<file path="config.mk">
export PLATFORM = sky130hd
export DESIGN_NAME = scan_sequencer
export DESIGN_NICKNAME = d
export VERILOG_FILES = /design/src/rtl/scan_pkg.sv /design/src/rtl/scan_addr_map.sv /design/src/rtl/scan_sequencer.sv
export SDC_FILE = /design/constraint.sdc
export NUM_CORES = 1
export LEC_CHECK = 0
export CORE_MARGIN = 1.5
export CORE_UTILIZATION = 30
export CTS_CLUSTER_SIZE = 20
export DETAILED_ROUTE_END_ITERATION = 6
export MAX_ROUTING_LAYER = met4
export PLACE_DENSITY = 0.56
export SLEW_MARGIN = 10
export SYNTH_ARGS = -nofsm -noshare
export SYNTH_HDL_FRONTEND = slang
export SYNTH_SLANG_ARGS = --single-unit
</file>
<file path="constraint.sdc">
create_clock -name clk -period 2.3 [get_ports clk]
set_input_delay 0.345 -clock clk [delete_from_list [all_inputs] [get_ports clk]]
set_output_delay 0.345 -clock clk [all_outputs]
set_load 0.05 [all_outputs]
</file>
<file path="src/rtl/scan_pkg.sv">
// Shared types and constants for the frame-scan sequencer: image geometry,
// FSM states, scan orders and the orientation-to-scan-order mapping.
package scan_pkg;

  localparam int DIM_LOG2 = 5;
  localparam int SIDE     = 1 << DIM_LOG2;
  localparam int FRAME    = SIDE * SIDE;
  localparam int AW       = 2 * DIM_LOG2;

  typedef logic [DIM_LOG2-1:0] idx_t;
  typedef logic [AW-1:0]       addr_t;

  localparam idx_t  IDX_ZERO = idx_t'(0);
  localparam idx_t  IDX_ONE  = idx_t'(1);
  localparam idx_t  IDX_MAX  = idx_t'(SIDE - 1);
  localparam addr_t ADDR_MAX = addr_t'(FRAME - 1);

  typedef enum logic [1:0] {IDLE, SCAN, DONE} state_t;
  typedef enum logic [1:0] {M0, M1, M2, M3} scan_mode_t;

  // Each scan order serves a pair of adjacent 45-degree orientations.
  function automatic scan_mode_t orient_to_mode(input logic [2:0] orient);
    scan_mode_t m;
    case (orient)
      3'd0, 3'd1: m = M0;
      3'd2, 3'd3: m = M1;
      3'd4, 3'd5: m = M2;
      default:    m = M3;
    endcase
    return m;
  endfunction

endpackage

</file>
<file path="src/rtl/scan_addr_map.sv">
// Maps (scan order, outer index, inner index) to a pixel address; purely
// combinational, no state and no flow control.
module scan_addr_map
  import scan_pkg::*;
(
  input  scan_mode_t mode_i,
  input  idx_t       o_i,
  input  idx_t       i_i,
  output addr_t      addr_o
);

  addr_t row_major;
  addr_t col_major;

  assign row_major = {o_i, i_i};
  assign col_major = {i_i, o_i};

  always_comb begin
    addr_o = row_major;
    case (mode_i)
      M0:      addr_o = row_major;
      M1:      addr_o = col_major;
      M2:      addr_o = ADDR_MAX - row_major;
      M3:      addr_o = {i_i, IDX_MAX - o_i};
      default: addr_o = row_major;
    endcase
  end

endmodule

</file>
<file path="src/rtl/scan_sequencer.sv">
// Issues all 1024 pixel addresses in an orientation-dependent order, one beat per
// accepted handshake starting the cycle after start; addr/last hold while ready is low.
module scan_sequencer
  import scan_pkg::*;
(
  input  logic          clk,
  input  logic          reset,
  input  logic          start,
  input  logic          abort,
  input  logic [2:0]    orient,
  input  logic          addr_ready,
  output logic [AW-1:0] addr,
  output logic          addr_valid,
  output logic          addr_last,
  output logic          busy,
  output logic          done,
  output logic [1:0]    mode
);

  state_t     state_q;
  scan_mode_t mode_q, mode_d;
  idx_t       o_q, o_d;
  idx_t       i_q, i_d;
  addr_t      addr_q;
  logic       valid_q, last_q, busy_q, done_q;
  addr_t      map_addr;
  logic       hs;

  assign hs = valid_q & addr_ready;

  // Indices of the beat that will be presented after this edge; the address is
  // mapped from them so that the output register always holds the current beat.
  always_comb begin
    mode_d = mode_q;
    o_d    = IDX_ZERO;
    i_d    = IDX_ZERO;
    if (state_q == IDLE) begin
      mode_d = orient_to_mode(orient);
    end else begin
      i_d = i_q + IDX_ONE;
      o_d = (i_q == IDX_MAX) ? o_q + IDX_ONE : o_q;
    end
  end

  scan_addr_map u_map (
    .mode_i (mode_d),
    .o_i    (o_d),
    .i_i    (i_d),
    .addr_o (map_addr)
  );

  always_ff @(posedge clk) begin
    if (reset) begin
      state_q <= IDLE;
      mode_q  <= M0;
      o_q     <= IDX_ZERO;
      i_q     <= IDX_ZERO;
      addr_q  <= '0;
      valid_q <= 1'b0;
      last_q  <= 1'b0;
      busy_q  <= 1'b0;
      done_q  <= 1'b0;
    end else begin
      case (state_q)
        IDLE: begin
          done_q <= 1'b0;
          if (start && !abort) begin
            state_q <= SCAN;
            mode_q  <= mode_d;
            o_q     <= IDX_ZERO;
            i_q     <= IDX_ZERO;
            addr_q  <= map_addr;
            valid_q <= 1'b1;
            last_q  <= 1'b0;
            busy_q  <= 1'b1;
          end
        end
        SCAN: begin
          if (abort) begin
            state_q <= IDLE;
            o_q     <= IDX_ZERO;
            i_q     <= IDX_ZERO;
            valid_q <= 1'b0;
            last_q  <= 1'b0;
            busy_q  <= 1'b0;
          end else if (hs) begin
            if (last_q) begin
              state_q <= DONE;
              valid_q <= 1'b0;
              last_q  <= 1'b0;
              busy_q  <= 1'b0;
              done_q  <= 1'b1;
            end else begin
              o_q    <= o_d;
              i_q    <= i_d;
              addr_q <= map_addr;
              last_q <= (o_d == IDX_MAX) && (i_d == IDX_MAX);
            end
          end
        end
        DONE: begin
          state_q <= IDLE;
          done_q  <= 1'b0;
          o_q     <= IDX_ZERO;
          i_q     <= IDX_ZERO;
        end
        default: begin
          state_q <= IDLE;
          valid_q <= 1'b0;
          last_q  <= 1'b0;
          busy_q  <= 1'b0;
          done_q  <= 1'b0;
        end
      endcase
    end
  end

  assign addr       = addr_q;
  assign addr_valid = valid_q;
  assign addr_last  = last_q;
  assign busy       = busy_q;
  assign done       = done_q;
  assign mode       = mode_q;

endmodule

</file>
* After elaboration in Yosys (flattened, before gate mapping)
Index checks and enable logic that the tools add are counted.
** Word-level totals
- Register bits after elaboration :: 27
- Latch bits :: 0
- Memory bits (writable) :: 0
- ROM bits :: 0
- Input port bits :: 8
- Output and inout bits :: 16
- Word-level logic and storage cells :: 90
- Memories kept :: 0
** Cells by class
- Add/subtract/negate cells :: 4
- $mul :: 0
- Div/mod/pow operators :: 0
- Order comparisons :: 0
- Eq/ne operators :: 20
- Shift-type cells :: 0
- Mux-type cells :: 35
- Bitwise operators :: 4
- Reductions and logical operators :: 19
** Operator list (number)
- two-way mux 5 bit :: 10
- two-way mux 10 bit :: 4
- one-hot mux 10 bit (4 select lines) :: 1
- one-hot mux 5 bit (3 select lines) :: 2
- one-hot mux 10 bit (2 select lines) :: 1
- == test 5 bit, second input constant :: 3
- adder 5 x 1 -> 5 bit, second input constant :: 2
- two-way mux 2 bit :: 5
- subtractor 10 bit, first input constant :: 1
- != test 3 bit, second input constant :: 3
- AND reduction 3 bit :: 3
- two-way mux 1 bit :: 8
- AND reduction 4 bit :: 2
- OR reduction 2 bit :: 4
- == test 2 bit, second input constant :: 3
- == test 3 x 2 -> 1 bit, second input constant :: 2
- == test 3 bit, second input constant :: 2
- != test 2 bit, second input constant :: 3
- one-hot mux 1 bit (3 select lines) :: 2
- one-hot mux 2 bit (3 select lines) :: 1
- AND reduction 5 bit :: 1
- subtractor 5 bit, first input constant :: 1
- == test 2 x 1 -> 1 bit, second input constant :: 2
- zero test 2 bit :: 2
- 11 further kinds :: 14

* Longest topological paths before layout
Gate-level depths: netlist of the first run.
- Word-level depth :: 10
- Gate-level depth with buffers :: 9
- Depth with buffers taken out :: 8

* Modules after synthesis
Synthesis of the first run repeated with hierarchy kept, for this count alone.
** Second synthesis, totals
- Cells, all modules :: 189
- Area, all modules :: 1595.3 µm²
** By module, submodules not included
- scan_sequencer :: instances 1, cells an instance 161, area each 1386.3 µm², seq. area each 540.5 µm²
- scan_addr_map :: instances 1, cells an instance 28, area each 209.0 µm², seq. area each 0.0 µm²

* Worst setup path after synthesis of the first run
OpenSTA, ideal clock, no wires.
- Path type :: register to register
- Start point :: reg i_q[0]
- End point :: reg addr_q[3], in the netlist addr[3]
- Arrival :: 1.954 ns
- Required time :: 2.178 ns
- Setup slack :: 0.224 ns
- Stages on the path, launching flop included :: 10
- Clock period less this slack :: 2.076 ns
- Path through :: dfxtp_1 > ha_1 > and3_1 > ha_1 > clkbuf_8 > nand4_1 > xor2_1 > mux2i_1 > and3_1 > a221o_1
** On the way
- Word-level cells in the longest chain between the ends :: 9
- Elaborated cells between the ends (all ways) :: 13
- Those cells by class :: add/sub (3); eq/ne (1); mux (9)
** RTL lines
- from (decl) :: RTL line scan_sequencer.sv:23 : idx_t i_q, i_d;
- from (signal assigned) :: RTL line scan_sequencer.sv:95 : i_q <= i_d;
- parallel branches: the longest is 4 deep, another holds subtractor 10 bit
- one-hot mux 10 bit (4 select lines) (*) :: RTL line scan_addr_map.sv:20 : case (mode_i)
- two-way mux 10 bit :: RTL line scan_sequencer.sv:87 : if (last_q) begin
- two-way mux 10 bit :: RTL line scan_sequencer.sv:86 : end else if (hs) begin
- two-way mux 10 bit :: RTL line scan_sequencer.sv:79 : if (abort) begin
- one-hot mux 10 bit (2 select lines) (*) :: RTL line scan_sequencer.sv:64 : case (state_q)
- to (signal assigned) :: RTL line scan_sequencer.sv:72 : addr_q <= map_addr;
- to (signal assigned) :: RTL line scan_sequencer.sv:96 : addr_q <= map_addr;
- to (decl) :: RTL line scan_sequencer.sv:24 : addr_t addr_q;
Every way passes the cells marked *. The select of a mux whose other input is x is not followed.
A chain may end at the register's enable or synchronous reset.

* Worst setup path after layout of the first run
- Start point :: reg i_q[1]
- End point :: reg addr_q[5], in the netlist addr[5]
** On the way
- Word-level cells in the longest chain between the ends :: 9
- Elaborated cells between the ends (all ways) :: 12
- Those cells by class :: add/sub (2); eq/ne (1); mux (9)
** RTL lines (RTL line)
- parallel branches: the longest is 4 deep, another holds subtractor 10 bit
- one-hot mux 10 bit (4 select lines) (*) :: scan_addr_map.sv:20
- two-way mux 10 bit :: scan_sequencer.sv:87
- two-way mux 10 bit :: scan_sequencer.sv:86
- two-way mux 10 bit :: scan_sequencer.sv:79
- one-hot mux 10 bit (2 select lines) (*) :: scan_sequencer.sv:64
Marks and branches as above.

==> results of run 1 <==
## final cells by class
class | instances | share of cell area
timing repair buffer | 37 | 0.165
clock buffer | 4 | 0.0223
inverter | 4 | 0.00745
sequential | 27 | 0.268
multi-input combinational | 151 | 0.493
tap | 70 | 0.0435
## through the flow
stage                     hold slack (ps)  instance area, um2
final                                 455                2020
after global routing                  484                2020
after CTS                             457                2010
after detailed placement              444                1960
after global placement                440                1960
after floorplan                       434                1620
## layer usage
metal | track usage | share of wire | up-vias
met1 | 0.192 | 0.50 | 671
met5 | - | 0 | -
li1 | - | - | 745
met2 | 0.246 | 0.46 | 29
met4 | 0.0500 | 0.015 | 0
met3 | 0.0120 | 0.028 | 5
## repair_timing
item,in CTS,in global routing
hold endpoints to repair,0,0
gates resized for setup,0,1
setup endpoints to repair,0,1
## where the power goes
| part | total (mW) | internal (mW) | switching [mW] |
|---|---|---|---|
| clock | 0.274 | 0.124 | 0.150 |
| sequential | 0.495 | 0.483 | 0.0122 |
| combinational | 0.216 | 0.0842 | 0.132 |
| total | 0.985 | 0.691 | 0.294 |
## flip-flops by register name, summed over array words and instances (netlist names)
register   cells
i_q            5
addr_last      1
done           1
addr          10
busy           1
state_q        2
o_q            5
mode           2
## synth_stat cells (all sizes together), types with 2 or more instances
master   n
a211oi   6
a21boi   2
a21oi   13
a31oi    2
and3     4
buf      2
clkbuf   7
dfxtp   27
ha       3
inv      4
mux2i   10
nand2   22
nand3    3
nand3b   3
nand4    5
nor2    25
nor2b    3
nor3     6
nor4     2
o21a     2
o21ai   10
or3      2
or3b     2
xnor2    5
xor2     7
## worst max-delay path, delay by kind of cell, from the launching register on
kind	cells	cell delay [ps]
compound gates	2	510
fa+ha+maj	2	470
xor+xnor	2	390
flops	1	340
simple gates	1	200
buf+inv	1	180
## logic make-up after synthesis
kind of cell,synth area share
xor+xnor,0.0797
fa+ha+maj,0.0232
compound gates,0.176
buf+inv,0.0557
mux,0.0766
flops,0.334
simple gates,0.255
## worst max-delay path by stage
stage                     endpoint  slack, ps  depth (start not counted)
final                      addr[5]        130                          8
after global placement     addr[3]        160                          8
after detailed placement   addr[3]        120                          8
after CTS                  addr[3]        100                          8
after global routing       addr[3]         10                          8
after floorplan            addr[3]        220                          9
==> flow_metrics.tcl, run 1 <==
set metrics [dict create \
    status "complete, no violations" \
    dieArea_um2 5840 \
    cts_sinks 27 \
    fmax_mhz 461 \
    yosysTopAreaCellShare 0.334 \
    worst_slack_ps 129 \
    clock_path_buffers 2 \
    ios 24 \
    drc 0 \
    max_cap_viol_count 0 \
    avgSynthCellArea_um2 8.43 \
    cts_root_buffer "clkbuf_8" \
    first_iter_violations 66 \
    vias 1450 \
    worst_pin_slew_ps 495 \
    cts_tree "done" \
    post-place-ws_ps 121 \
    synth-edff-count 0 \
    antennaDiodeCount 0 \
    r2r.worst_path.cells 8 \
    rows 26 \
    syn_inst 192 \
    timing.setup.tns_ps 0 \
    reg2reg_from "i_q[1]" \
    fin_crit_sh 0.944 \
    r2r-end "addr[5]" \
    synth_seq_cells 27 \
    multi_input_area_um2 995 \
    final-setup-viol-count 0 \
    numCtsBuffers 3 \
    slowest_stage "dfxtp_1" \
    worst_ep_required_time_ps 2500 \
    final_common_cell "dfxtp_1" \
    area_delta_synth_final_pct 24.6 \
    min_path_type "reg2reg" \
    io_buffers 22 \
    drive_above_1_share 0.148 \
    grt_pass1_vias 1436 \
    synth_warnings 0 \
    fin_util 0.392 \
    maxSlewHeadroom 0.669 \
    worstSetupPathType "reg2reg" \
    post-cts-setup-buffer-count 0 \
    cp-startpoint "i_q[1]" \
    syn_nets 203 \
    ant_nets 0 \
    async_reset_ff_frac 0 \
    crit_chain "ha_1, and3_1, ha_1, buf_4, xnor2_1, xnor2_1, a211o_1, a211oi_2" \
    gp_congestion 0.788 \
    core_area_um2 5140 \
    hp-start "addr[1]" \
    hold_end "addr[1]" \
    hold_viol_final 0 \
    firstDrtPassIters 4 \
    synthFlopType "dfxtp_1" \
    ys_seq_area_frac 0.334 \
    nets 235 \
    crit_arrival_ps 2370 \
    layoutNonFillerInstCount 293 \
    syn-cell-area_um2 1620 \
    finalPower_uw 985 \
    grt_max_degree 18 \
    cpPeakStageDelay_ps 340 \
    wl_um 4060 \
    seq_area_um2 541 \
    leakagePower_nw 0.736 \
    n_fill_cell 574 \
    yosysUniqueCellTypes 50 \
    clk_pin_slew_ps 90 \
    synth_area_leader_cell "dfxtp_1" \
    end_kind "register" \
    antenna_found_initial 0 \
    hold_depth 2 \
    ctsHoldBuffers 0 \
    grt-ovfl-total 0 \
    viasPerCell 4.95 \
    startpoint_type "register" \
    period_minus_slack_ps 2170 \
    die_w_um 76.4 \
    final_cell_mix "dfxtp_1, nor2_1, nand2_1, clkdlybuf4s50_1, buf_4" \
    wl_per_cell_um 13.8 \
    place_hpwl_um 2940 \
    skew_ps 5.69 \
    synthTopCellsByArea "dfxtp_1, mux2i_1, nor2_1" \
    peakVddDrop_v 0.000199 \
    grt_use_total 0.149 \
    rsz0062_at_grt "no" \
    r2r_setup_slack_ps 130 \
    clk_latency_ps 280 \
    dp.cells 289 \
    fp.dieH_um 76.4 \
    crit_fanout 5 \
    initial_core_util 0.315 \
    p_per_area_nw_per_um2 489 \
    ctsHtreeMaxLevel 1 \
    grt_pass1_wl_um 6910 \
    drv_slew 0 \
]
Power figures use the tool's default switching activity.
==> run 2: changes to the inputs <==
Settings changed: CORE_UTILIZATION 30 to 50, PLACE_DENSITY 0.56 to 0.82.
==> run 2 against run 1 <==
Net effect: die area shrank 39%; sequential power is essentially flat; first-iteration DRC count shrank 6.1%; clock power shrank 19%; largest cell class unchanged; final area shrank 3.4%; fmax grew 3.4%; cell count shrank 9.9%; non-clock buffer count shrank 3; core utilization grew 25 points; critical path type is now reg2out; clock-buffer cell count shrank 1; combinational power shrank 3%; worst hold slack gained 8.2 ps.
==> flow_metrics.tcl, run 2 (synthesis results as in run 1) <==
set metrics [dict create \
    p_per_area_nw_per_um2 476 \
    cts_sinks 27 \
    combPwrFrac 0.225 \
    wl_um 3530 \
    first_iter_violations 62 \
    min_path_type "reg2reg" \
    peakVddDrop_v 0.000374 \
    ant_nets 0 \
    core_area_um2 3050 \
    layoutNonFillerInstCount 264 \
    internal_power_uw 631 \
    wl_per_cell_um 13.4 \
    place_hpwl_um 2690 \
    final-setup-viol-count 0 \
    rows 20 \
    clk_pin_slew_ps 160 \
    post-cts-setup-buffer-count 0 \
    cp-startpoint "mode[1]" \
    drive_above_1_share 0.145 \
    post-place-ws_ps 160 \
    sequentialPowerShare 0.536 \
    grt_pass1_vias 1278 \
    nets 232 \
    antennaDiodeCount 0 \
    slowest_stage "clkdlybuf4s50_1" \
    status "complete, no violations" \
    clk_latency_ps 350 \
    crit_fanout 7 \
    largest_register_ffs 10 \
    reg2reg_from "i_q[1]" \
    crit_chain "clkdlybuf4s50_1" \
    vias 1449 \
    fin_util 0.638 \
    firstDrtPassIters 4 \
    max_cap_viol_count 0 \
    ctsHoldBuffers 0 \
    end_kind "output port" \
    worstSetupPathType "reg2out" \
    post_cts_resized 0 \
    die_w_um 59.9 \
    worst_ep_required_time_ps 1960 \
    grt_max_degree 18 \
    timing.setup.tns_ps 0 \
    skew_ps 18.1 \
    cpPeakStageDelay_ps 870 \
    crit_arrival_ps 1760 \
    wl_met3_um 125 \
    period_minus_slack_ps 2100 \
    r2r.worst_path.cells 8 \
    highest_layer "met4" \
    fmax_mhz 476 \
    final_common_cell "dfxtp_1" \
    grt-ovfl-total 0 \
    hold_slack_ps 463 \
    final_cell_mix "dfxtp_1, nor2_1, nand2_1, clkdlybuf4s50_1" \
    cts_tree "done" \
    leakagePower_nw 0.711 \
    crit_end "mode[1]" \
    crit_cells 1 \
    gp_congestion 0.879 \
    swShare 0.319 \
    worst_pin_slew_ps 500 \
    finalPower_uw 927 \
    viasPerCell 5.49 \
    met2WireLength_um 1640 \
    worst_slack_ps 200 \
    startpoint_type "register" \
    r2r-end "addr[3]" \
    ios 24 \
    crit_buf_inv 1 \
    m1WireLength_um 1710 \
    n_fill_cell 263 \
    drc 0 \
    grt_pass1_wl_um 5940 \
    placed_area_um2 1910 \
    hold_viol_final 0 \
    fin_crit_sh 0.913 \
    grt_use_total 0.229 \
    numCtsBuffers 3 \
    drv_slew 0 \
    clock_path_buffers 2 \
    antenna_found_initial 0 \
    dp.cells 260 \
    cts_root_buffer "clkbuf_4" \
    fp.dieH_um 59.9 \
    io_buffers 22 \
    cp_top_family "buffers and inverters" \
    initial_core_util 0.530 \
    pwr-share-clk 0.239 \
    dieArea_um2 3590 \
    r2r_setup_slack_ps 270 \
    area_delta_synth_final_pct 20.4 \
    final_area_um2 1950 \
    maxSlewHeadroom 0.666 \
    ctsHtreeMaxLevel 1 \
    rsz0062_at_grt "no" \
    power_switching_uw 296 \
]
## run 2: worst register-to-register path: stages, from the launching register on
cell and delay, ps:
dfxtp_1 390, ha_1 180, and3_1 160, ha_2 250
nand4_1 170, xor2_2 230, mux2i_1 130, and3_1 210
a221o_1 250
## run 2: final cells by class
type                    instances  area, um2  share of cell area
inverters                       4       15.0             0.00771
flip-flops and latches         27        541               0.277
well taps                      44       55.1              0.0283
repair buffers                 34        310               0.159
multi-input cells             151        997               0.512
clock buffers                   3       22.5              0.0116
clock inverters                 1       7.51             0.00385
## run 2: worst min-delay path by stage
stage                 start         end  cells past startpoint
global route        addr[1]     addr[1]                      2
global placement    addr[1]     addr[1]                      2
floorplan             abort  state_q[0]                      1
detailed placement  addr[1]     addr[1]                      2
CTS                 addr[1]     addr[1]                      2
finish              addr[1]     addr[1]                      2
## run 2: power groups by stage
stage	registers, mW	logic (mW)	clock network (mW)
floorplan	0.553	0.0974	0
global placement	0.507	0.207	0
detailed placement	0.507	0.208	0
CTS	0.497	0.209	0.226
global route	0.500	0.223	0.249
finish	0.497	0.209	0.221
## run 2: routing by layer
metal  track usage  vias to the layer above
li1              -                      737
met1         0.309                      677
met2         0.339                       28
met3        0.0541                        7
met4        0.0730                        0
met5             -                        -
==> run 3: changes to the inputs <==
Settings changed: SKIP_CTS_REPAIR_TIMING set to 1.
==> results of run 3 <==
No change in the layout: final DEF, timing and power equal those of run 2.
